### config.mk
export PLATFORM = sky130hd
export DESIGN_NAME = hazard_ctrl
export DESIGN_NICKNAME = d
export VERILOG_FILES = /design/src/rtl/mips_pkg.sv /design/src/rtl/hazard_ctrl_sat_counter.sv /design/src/rtl/hazard_ctrl.sv
export SDC_FILE = /design/constraint.sdc
export NUM_CORES = 1
export LEC_CHECK = 0
export CAP_MARGIN = 0
export CORE_MARGIN = 2
export CORE_UTILIZATION = 48
export CTS_CLUSTER_SIZE = 24
export DETAILED_ROUTE_END_ITERATION = 8
export PLACE_DENSITY = 0.93
export SLEW_MARGIN = 30
export SYNTH_ARGS = -nofsm -noshare
export SYNTH_HDL_FRONTEND = slang
export SYNTH_SLANG_ARGS = --single-unit
### constraint.sdc
create_clock -name clk -period 4.14 [get_ports clk]
set_input_delay 1.035 -clock clk [delete_from_list [all_inputs] [get_ports clk]]
set_output_delay 1.035 -clock clk [all_outputs]
set_load 0.02 [all_outputs]
### src/rtl/mips_pkg.sv
// Shared definitions for the MIPS pipeline control blocks.
//   mdu_state_t     : state encoding of the multiply/divide busy FSM
//   REG_ZERO        : architectural register $0 (hard-wired zero)
//   DEF_MDU_LATENCY : default MDU busy time in cycles after a start pulse
package mips_pkg;

  typedef enum logic {
    MDU_IDLE = 1'b0,
    MDU_BUSY = 1'b1
  } mdu_state_t;

  localparam logic [4:0]  REG_ZERO        = 5'd0;
  localparam int unsigned DEF_MDU_LATENCY = 4;

endpackage

### src/rtl/hazard_ctrl_sat_counter.sv
// Saturating up-counter with synchronous clear.
//   i_clk   : rising-edge clock
//   i_clr   : synchronous clear, wins over i_inc
//   i_inc   : add one at this edge (ignored once the count is all ones)
//   o_count : current count
module sat_counter #(
  parameter int unsigned W = 16
) (
  input  logic         i_clk,
  input  logic         i_clr,
  input  logic         i_inc,
  output logic [W-1:0] o_count
);

  logic [W-1:0] r_count;

  always_ff @(posedge i_clk) begin
    if (i_clr) begin
      r_count <= '0;
    end else if (i_inc && (r_count != '1)) begin
      r_count <= r_count + 1'b1;
    end
  end

  assign o_count = r_count;

endmodule

### src/rtl/hazard_ctrl.sv
// Pipeline sequencing controller for the 5-stage MIPS core (beside ID).
// Detects load-use hazards, HI/LO / mult-div hazards against the fixed-latency
// MDU, and taken branches/jumps; drives PC and IF/ID enables and flushes.
//   clk, reset        : system clock, synchronous active-high reset
//   ID_rs, ID_rt      : source fields of the ID instruction; ID_UsesRt qualifies rt
//   IDtoEX_MemRead    : EX instruction is a load; IDtoEX_RegDest its destination
//   ID_BranchTaken    : branch in ID resolved taken; ID_Jump : j/jal/jr in ID
//   ID_MulDiv         : mult/div in ID; ID_UsesHiLo : mfhi/mflo/mthi/mtlo in ID
//   PC_Write          : PC update enable; IFtoID_Write : IF/ID enable
//   IFtoID_Flush      : zero IF/ID; IDtoEX_Flush : bubble into ID/EX
//   mdu_start         : one-cycle MDU launch; mdu_busy : MDU in flight
//   stall_count       : saturating count of stall cycles
module hazard_ctrl
  import mips_pkg::*;
#(
  parameter int unsigned MDU_LATENCY = DEF_MDU_LATENCY,
  parameter int unsigned CNT_W       = 16
) (
  input  logic             clk,
  input  logic             reset,
  input  logic [4:0]       ID_rs,
  input  logic [4:0]       ID_rt,
  input  logic             ID_UsesRt,
  input  logic             IDtoEX_MemRead,
  input  logic [4:0]       IDtoEX_RegDest,
  input  logic             ID_BranchTaken,
  input  logic             ID_Jump,
  input  logic             ID_MulDiv,
  input  logic             ID_UsesHiLo,
  output logic             PC_Write,
  output logic             IFtoID_Write,
  output logic             IFtoID_Flush,
  output logic             IDtoEX_Flush,
  output logic             mdu_start,
  output logic             mdu_busy,
  output logic [CNT_W-1:0] stall_count
);

  localparam logic [3:0] LAT = 4'(MDU_LATENCY);

  mdu_state_t r_state, w_state_nxt;
  logic [3:0] r_cnt, w_cnt_nxt;

  logic w_busy;
  logic w_lu;
  logic w_mh;
  logic w_stall;

  assign w_busy = (r_state == MDU_BUSY);

  assign w_lu = IDtoEX_MemRead && (IDtoEX_RegDest != REG_ZERO) &&
                ((IDtoEX_RegDest == ID_rs) ||
                 (ID_UsesRt && (IDtoEX_RegDest == ID_rt)));

  assign w_mh    = w_busy && (ID_MulDiv || ID_UsesHiLo);
  assign w_stall = w_lu || w_mh;

  // Control outputs are purely combinational so a stall blocks the same cycle.
  // A stalled branch/jump is not flushed; it stays in ID and is re-evaluated.
  always_comb begin
    PC_Write     = 1'b1;
    IFtoID_Write = 1'b1;
    IFtoID_Flush = ID_BranchTaken || ID_Jump;
    IDtoEX_Flush = 1'b0;
    mdu_start    = ID_MulDiv;
    mdu_busy     = w_busy;
    if (reset) begin
      PC_Write     = 1'b0;
      IFtoID_Write = 1'b0;
      IFtoID_Flush = 1'b1;
      IDtoEX_Flush = 1'b1;
      mdu_start    = 1'b0;
      mdu_busy     = 1'b0;
    end else if (w_stall) begin
      PC_Write     = 1'b0;
      IFtoID_Write = 1'b0;
      IFtoID_Flush = 1'b0;
      IDtoEX_Flush = 1'b1;
      mdu_start    = 1'b0;
    end
  end

  // MDU busy FSM: cnt loads the latency on start and counts down; leaving
  // BUSY on cnt==1 gives exactly MDU_LATENCY busy cycles.
  always_comb begin
    w_state_nxt = r_state;
    w_cnt_nxt   = r_cnt;
    unique case (r_state)
      MDU_IDLE: begin
        if (mdu_start) begin
          w_state_nxt = MDU_BUSY;
          w_cnt_nxt   = LAT;
        end
      end
      MDU_BUSY: begin
        if (r_cnt <= 4'd1) begin
          w_state_nxt = MDU_IDLE;
          w_cnt_nxt   = '0;
        end else begin
          w_cnt_nxt = r_cnt - 4'd1;
        end
      end
      default: begin
        w_state_nxt = MDU_IDLE;
        w_cnt_nxt   = '0;
      end
    endcase
  end

  always_ff @(posedge clk) begin
    if (reset) begin
      r_state <= MDU_IDLE;
      r_cnt   <= '0;
    end else begin
      r_state <= w_state_nxt;
      r_cnt   <= w_cnt_nxt;
    end
  end

  sat_counter #(
    .W (CNT_W)
  ) u_stall_cnt (
    .i_clk   (clk),
    .i_clr   (reset),
    .i_inc   (w_stall),
    .o_count (stall_count)
  );

endmodule

==> qor.tcl, run 1 <==
set qor(drt_drc_violations_left) 0
set qor(synth.area.top_cells) {dfxtp_1 32%, xnor2_1 7.4%, nor2_1 5.2%}
set qor(worstPathArrival_ns) 2.98
set qor(synth-xor-area-share_pct) 10.7
set qor(postSynthRegisterBits) 21
set qor(layout.cell_area.non_filler_um2) 1880
set qor(timing.max_cap.violations) 0
set qor(slew_headroom_pct) 67.0
set qor(critPathLaunchType) {input pin}
set qor(grt_util_all_layers_pct) 20.0
set qor(multi_input_area_um2) 847
set qor(status) {complete, no violations}
set qor(clock_insertion_delay_at_the_later_pin_of_the_skew_report_ns) 0.30
set qor(syn-cell-area_um2) 1310
set qor(gp_routability_congestion) 0.854
set qor(synth_top_area_cell) {dfxtp_1}
set qor(power_per_cell_area_nw_per_um2) 228
set qor(placed_cells) 230
set qor(final_max_slew_viol_count) 0
set qor(power.leakage_nw) 0.686
set qor(proportion_of_layout_cells_with_a_drive_suffix_above_1_pct) 11.3
set qor(worst-endpoint-required_ns) 3.11
set qor(grt_setup_unrepaired) {no}
set qor(combinational_family_with_the_most_area_after_synthesis) {simple AND/OR/NAND/NOR gates}
set qor(wirelength_um) 3020
set qor(first_pass_grt_wire_length_um) 5160
set qor(post_drt_via_cell_ratio) 5.54
set qor(synth.area.mux_share_pct) 3.35
set qor(first_iter_violations) 18
set qor(synthesized_netlist_net_count) 174
set qor(ys.warnings.count) 0
set qor(fmaxAchievable_mhz) 249
set qor(clkSinkCount) 21
set qor(seq_area_frac_synth_pct) 32.1
set qor(endpoint_kind) {output port}
set qor(regArea_um2) 420
set qor(fraction_of_the_mapped_netlist_area_in_compound_gates_pct) 23.6
set qor(cts_inserted_buffers) 3
set qor(grt_pass1_vias) 1252
set qor(adder_cell_area_share_of_the_yosys_netlist_pct) 2.87
set qor(yosys.cell_types.count) 43
set qor(synth_common_cells) {21 x dfxtp_1, 18 x nor2_1, 11 x nand2_1, 11 x xnor2_1}
set qor(timing.critical_path.slowest_cell_delay_ns) 0.46
set qor(timing.setup.tns_ns) 0
set qor(worst_ir_drop_vdd_uv) 176
set qor(hold_viol_final) 0
set qor(detail_route.first_pass.iterations) 5
set qor(synth.most_common_cell) {dfxtp_1}
set qor(clock_tree_from_tritoncts) {done}
set qor(ant_diodes) 0
set qor(floorplan.io_pins) 45
set qor(setup_violations) 0
set qor(number_of_antenna_violations_at_the_first_check_in_global_routing) 0
set qor(fin_crit_sh_pct) 96.9
set qor(synth_top_area_share_pct) 32.1
set qor(period_minus_slack_ns) 4.01
set qor(grt_start_max_net_pins) 14
set qor(core_area_um2) 2520
set qor(layout.cells.non_filler) 234
set qor(worstMarginPinSlew_ns) 0.494
set qor(async_flop_share_pct) 0
set qor(detailed_place.area_um2) 1850
set qor(floorplan.die_area_um2) 3160
set qor(critPathKind) {in2out}
set qor(clock_tree.htree_level_count) 1
set qor(start_util_pct) 51.9
set qor(worst-path-buf-inv) 4
set qor(synthesis.instances) 148
set qor(holdCritPathClass) {reg2reg}
set qor(path_delay_family) {buffers and inverters}
set qor(crit_chain) {clkdlybuf4s50_1, or3_1, o31ai_1, buf_4, o21ai_2, or2_1, inv_1, clkdlybuf4s15_1}
set qor(via_count) 1296
set qor(nNetsFinal) 231
set qor(layout_setup_ws_ns) 0.129
set qor(dpl_worst_slack_ns) -0.203
set qor(cts.hold.buffers_added) 0
set qor(synth-simple-area-share_pct) 24.2
set qor(synth_edf_count) 0
set qor(cts_buffer_depth) 2
set qor(fin_skew_ns) 0.00369
set qor(postSynth.topFlopCell) {dfxtp_1}
set qor(dpl_hpwl_um) 2470
set qor(cts-root-buf) {clkbuf_4}
set qor(ant_nets) 0
set qor(wire_per_inst_um) 12.9
set qor(critPathMaxFanout) 4
set qor(avgSynthCellArea_um2) 8.84
set qor(die_height_um) 56.2
set qor(die_width_um) 56.2
set qor(placement.io_buffers) 44
set qor(grt-ovfl-total) 0
set qor(synthToLayoutAreaGrowth_pct) 43.4
set qor(fp-row-count) 18
set qor(clkSlewWorstSetupHoldPaths_ns) 0.11
set qor(crit_path_top_delay_cell) {clkdlybuf4s50_1}
set qor(num-fill-cells) 206
set qor(finalCoreUtilization_pct) 74.4
## layer usage
layer / global-route usage [%] / vias up / part of all wire [%]
met4: 8.50 / 0 / 1.5
met2: 36.1 / 47 / 51
met1: 23.3 / 604 / 42
li1: - / 641 / -
met3: 3.02 / 4 / 5.4
met5: 0 / - / 0
## layout by cell type (no fill, tap or decap), types with 2 or more instances in the layout
cell             count
a21bo_1              2
ha_1                 3
o21ai_2              2
nor3b_1              2
nand4_1              3
o31ai_1              2
and3_1               2
dfxtp_1             21
nand2_1             11
nand2b_1             2
nor2b_1              5
dlygate4sd2_1        3
o21ai_0              2
nor3_1               2
and4_1               3
clkdlybuf4s50_1     39
xnor2_1             11
xor2_1               5
a211oi_1             4
buf_4               11
mux2_1               3
o22ai_1              2
a21o_1               2
nand3b_1             3
inv_1                7
nor2_1              18
or3_1                2
nand3_1              4
clkdlybuf4s15_1      2
clkbuf_4             3
a21oi_1              7
## metrics by stage
step	power (mW)	hold slack (ns)
after floorplan	0.280	0.451
after global placement	0.333	0.469
after detailed placement	0.337	0.498
after CTS	0.430	0.515
after global routing	0.454	0.543
final	0.427	0.514
## repair_timing
| action | in CTS | in global routing |
|---|---|---|
| endpoints found under the setup margin | 5 | 2 |
| buffers inserted | 0 | 0 |
| gates resized for setup | 5 | 2 |
## sequential cells by signal, indices dropped and copies added (netlist names)
| signal | count |
|---|---|
| r_state | 1 |
| r_cnt | 4 |
| u_stall_cnt.o_count | 16 |
## power breakdown
part / switching [mW] / internal (mW)
clock network: 0.0600 / 0.0375
logic: 0.0546 / 0.0597
registers: 0.00758 / 0.208
## area by class of cell
cell class                      instances  share of cell area (%)
Sequential cell                        21                    22.4
Timing Repair Buffer                   55                    27.7
Tap cell                               30                    2.00
Clock buffer                            4                    1.40
Inverter                                7                    1.40
Multi-Input combinational cell        117                    45.1
## cells by family (layout without fill, tap and decap cells)
kind of cell,count (synthesis),count (layout)
and+or+nand+nor,60,60
AOI/OAI and AO/OA,34,34
DFF,21,21
xor gates and xnor gates,16,16
buffers and inverters,10,66
muxes,4,4
adders and majority gates,3,3
## worst register-to-register path: stages, from the launching register on
cell,delay [ns]
dfxtp_1,0.44
ha_1,0.27
nand3_2,0.19
o32ai_4,0.47
a21oi_4,0.11
nand4_1,0.13
mux2_1,0.33
## worst paths after layout
kind | cells past startpoint | end | slack (ns) | from
max | 8 | IFtoID_Write | 0.13 | IDtoEX_RegDest[0]
min | 2 | r_cnt[1] | 0.51 | r_cnt[1]
max reg2reg | 6 | u_stall_cnt.o_count[5] | 2.09 | u_stall_cnt.o_count[1]
min reg2reg | 2 | r_cnt[1] | 0.51 | r_cnt[1]
Power figures use the tool's default switching activity.
==> run 2: changes to the inputs <==
GPL_ROUTABILITY_DRIVEN = 1   (was unset)
==> results of run 2 <==
No change in the layout: final DEF, timing and power equal those of run 1.
==> run 3: changes to the inputs <==
ABC_AREA = 1   (was unset)
CELL_PAD_IN_SITES_DETAIL_PLACEMENT = 1   (was unset)
CELL_PAD_IN_SITES_GLOBAL_PLACEMENT = 1   (was unset)
CORE_UTILIZATION = 34   (was 48)
PLACE_DENSITY = 0.94   (was 0.93)
==> qor.tcl, run 3 <==
set qor(clkSlewWorstSetupHoldPaths_ns) 0.08 ;# -0.03 ns
set qor(hold_viol_final) 0 ;# unchanged
set qor(critPathMaxFanout) 3 ;# -1
set qor(synthesis.instances) 216 ;# +46%
set qor(nNetsFinal) 289 ;# +25%
set qor(critical_path.reg2reg.startpoint) {u_stall_cnt.o_count[0]}
set qor(timing.max_cap.violations) 0 ;# unchanged
set qor(postSynthRegisterBits) 21 ;# unchanged
set qor(clock_tree_from_tritoncts) {done}
set qor(synth_top_area_share_pct) 29.4 ;# -2.7 points
set qor(timing.setup.tns_ns) 0 ;# unchanged
set qor(r2r_end) {u_stall_cnt.o_count[1]}
set qor(endpoint_kind) {output port}
set qor(layout.cells.non_filler) 312 ;# +33%
set qor(final_cell_mix) {66 x nand2_1, 43 x clkdlybuf4s50_1, 28 x inv_1}
set qor(largest_register_ff_count) 16 ;# unchanged
set qor(grt_start_max_net_pins) 20 ;# +6
set qor(post_drt_via_cell_ratio) 4.92 ;# -11%
set qor(path_delay_family) {buffers and inverters}
set qor(first_pass_grt_wire_length_um) 7100 ;# +38%
set qor(avgSynthCellArea_um2) 6.62 ;# -25%
set qor(die_width_um) 68.8 ;# +22%
set qor(whs_ns) 0.492 ;# -0.0221 ns
set qor(slew_headroom_pct) 69.0 ;# +2.0 points
set qor(wire_per_inst_um) 13.6 ;# +5.5%
set qor(postSynth.topFlopCell) {dfxtp_1}
set qor(first_iter_violations) 66 ;# +48
set qor(synth_top_area_cell) {dfxtp_1}
set qor(holdCritPathClass) {reg2reg}
set qor(worstPathArrival_ns) 3.02 ;# +0.04 ns
set qor(ant_nets) 0 ;# unchanged
set qor(grt_setup_unrepaired) {no}
set qor(worstHoldStart) {r_cnt[1]}
set qor(clock_tree.htree_level_count) 1 ;# unchanged
set qor(synth_common_cells) {66 x nand2_1, 28 x inv_1, 21 x dfxtp_1, 20 x nor2_1, 11 x nand3_1}
set qor(crit_chain) {clkdlybuf4s50_1, inv_1, nand2_1, nand2_1, nor2_1, nand3_1, nand2_1, nand2_2, nand2_4, nor2_1, clkdlybuf4s50_1}
set qor(cp_common_cell) {nand2_1}
set qor(dpl_hpwl_um) 3300 ;# +34%
set qor(die_height_um) 68.8 ;# +22%
set qor(floorplan.io_pins) 45 ;# unchanged
set qor(fin_crit_sh_pct) 98.0 ;# +1.2 points
set qor(drt_drc_violations_left) 0 ;# unchanged
set qor(gp_routability_congestion) 0.786 ;# -7.9%
set qor(start_util_pct) 35.5 ;# -16 points
set qor(placed_cells) 308 ;# +34%
set qor(synth.most_common_cell) {nand2_1}
set qor(floorplan.die_area_um2) 4740 ;# +50%
set qor(timing.hold.worst_path_depth) 2 ;# unchanged
set qor(power.leakage_nw) 0.825 ;# +20%
set qor(cts_inserted_buffers) 3 ;# unchanged
set qor(worst-endpoint-required_ns) 3.11 ;# about the same
set qor(ant_diodes) 0 ;# unchanged
set qor(synthesized_netlist_net_count) 242 ;# +39%
set qor(cts-root-buf) {clkbuf_8}
set qor(fp-row-count) 23 ;# +5
set qor(hold_path_end) {r_cnt[1]}
set qor(rrSetupSlack_ns) 2.30 ;# +0.21 ns
set qor(timing.reg2reg.worst_path_depth) 8 ;# +2
set qor(syn-cell-area_um2) 1430 ;# +9.2%
set qor(via_count) 1535 ;# +18%
set qor(grt-ovfl-total) 0 ;# unchanged
set qor(timing.critical_path.slowest_cell_delay_ns) 0.65 ;# +0.19 ns
set qor(dpl_worst_slack_ns) 0.0782 ;# +0.281 ns
set qor(cts.hold.buffers_added) 0 ;# unchanged
set qor(wirelength_um) 4240 ;# +41%
set qor(core_area_um2) 4030 ;# +60%
set qor(synth_edf_count) 0 ;# unchanged
set qor(async_flop_share_pct) 0 ;# unchanged
set qor(synthToLayoutAreaGrowth_pct) 37.3
set qor(layout_setup_ws_ns) 0.0809 ;# -0.0481 ns
set qor(number_of_antenna_violations_at_the_first_check_in_global_routing) 0 ;# unchanged
set qor(grt_pass1_vias) 1550 ;# +24%
set qor(power_per_cell_area_nw_per_um2) 227 ;# -0.20%
set qor(finalCoreUtilization_pct) 48.7 ;# -26 points
set qor(yosys.cell_types.count) 27 ;# -37%
set qor(clock_insertion_delay_at_the_later_pin_of_the_skew_report_ns) 0.26 ;# -0.04 ns
set qor(worst_ir_drop_vdd_uv) 154 ;# -12%
set qor(seq_area_frac_synth_pct) 29.4 ;# -2.7 points
set qor(critPathKind) {in2out}
set qor(setup_violations) 0 ;# unchanged
set qor(grt_util_all_layers_pct) 19.6 ;# -0.41 points
set qor(proportion_of_layout_cells_with_a_drive_suffix_above_1_pct) 9.16 ;# -2.1 points
set qor(synth.area.top_cells) {dfxtp_1 29%, nand2_1 17%, inv_1 7.4%}
set qor(fin_skew_ns) 0.00316 ;# -0.000530 ns
set qor(fmaxAchievable_mhz) 246 ;# -1.2%
set qor(cts_buffer_depth) 2 ;# unchanged
set qor(setup_buffers_after_cts) 0 ;# unchanged
set qor(clkSinkCount) 21 ;# unchanged
set qor(worst-path-buf-inv) 3 ;# -1
set qor(crit_path_top_delay_cell) {clkdlybuf4s50_1}
set qor(detail_route.first_pass.iterations) 4 ;# -1
set qor(period_minus_slack_ns) 4.06 ;# +0.0481 ns
set qor(worstMarginPinSlew_ns) 0.462 ;# -0.0320 ns
set qor(final_max_slew_viol_count) 0 ;# unchanged
set qor(most_common_cell_after_layout_fill_and_taps_aside) {nand2_1}
set qor(ys.warnings.count) 0 ;# unchanged
set qor(critPathLaunchType) {input pin}
set qor(placement.io_buffers) 44 ;# unchanged
set qor(status) {complete, no violations}
-- run 3: cell count changes after synthesis, sizes merged, moves of 8 or more --
cell / previous run / this run
inv: 7 / 30
a21oi: 8 / 18
nand3: 5 / 13
nand2: 11 / 70
-- run 3: timing repair --
item	in CTS	in global routing
setup endpoints to repair	0	1
gates resized for setup	0	1
endpoints found under the hold margin	0	0
-- run 3: tightest hold or removal path, cell delays in order, from the launching register on --
cell     delay, ns
dfxtp_1       0.32
nand3_1       0.08
a21oi_1       0.05
-- run 3: worst max-delay path by stage --
stage	depth (start not counted)	to	from	slack [ns]
after floorplan	8	PC_Write	IDtoEX_RegDest[3]	0.99
after global placement	9	IFtoID_Write	IDtoEX_RegDest[2]	0.21
after detailed placement	12	IDtoEX_Flush	IDtoEX_RegDest[1]	0.08
after CTS	12	IDtoEX_Flush	IDtoEX_RegDest[1]	0.08
after global routing	11	IFtoID_Flush	IDtoEX_RegDest[2]	0.02
final	11	PC_Write	IDtoEX_RegDest[1]	0.08
-- run 3: stage by stage --
stage / instance area (um^2) / power, mW
2_1_floorplan: 1430 / 0.267
3_3_place_gp: 1910 / 0.309
3_5_place_dp: 1910 / 0.313
4_1_cts: 1960 / 0.451
5_1_grt: 1960 / 0.469
6_report: 1960 / 0.446
-- run 3: final cells by class --
| type | count | area [um^2] |
|---|---|---|
| timing repair buffer | 47 | 465 |
| inverter | 30 | 115 |
| clock buffer | 3 | 41.3 |
| fill | 540 | 2070 |
| multi-input combinational | 160 | 852 |
| clock inverter | 1 | 5.00 |
| sequential | 21 | 420 |
| tap | 50 | 62.6 |
-- run 3: layer usage --
metal / share of wire (%) / GRT usage [%] / up-vias / routed length [um]
li1: - / - / 775 / -
met1: 46 / 26.1 / 728 / 1950
met2: 50 / 33.3 / 24 / 2110
met3: 2.6 / 3.73 / 8 / 111
met4: 1.6 / 3.68 / 0 / 68
met5: 0 / 0 / - / 0
-- run 3: power by group --
group	switching, mW	internal [mW]	total (mW)
registers	0.00411	0.206	0.210
clock network	0.0701	0.0671	0.137
logic	0.0528	0.0456	0.0983
-- run 3: cell families (layout without fill, tap and decap cells) --
group	Yosys count	count (layout)	share of synthesized area, %
compound gates	28	28	12.3
xor+xnor	15	15	9.19
fa+ha+maj	3	3	2.63
buf+inv	35	81	10.9
flops	21	21	29.4
simple gates	114	114	35.5
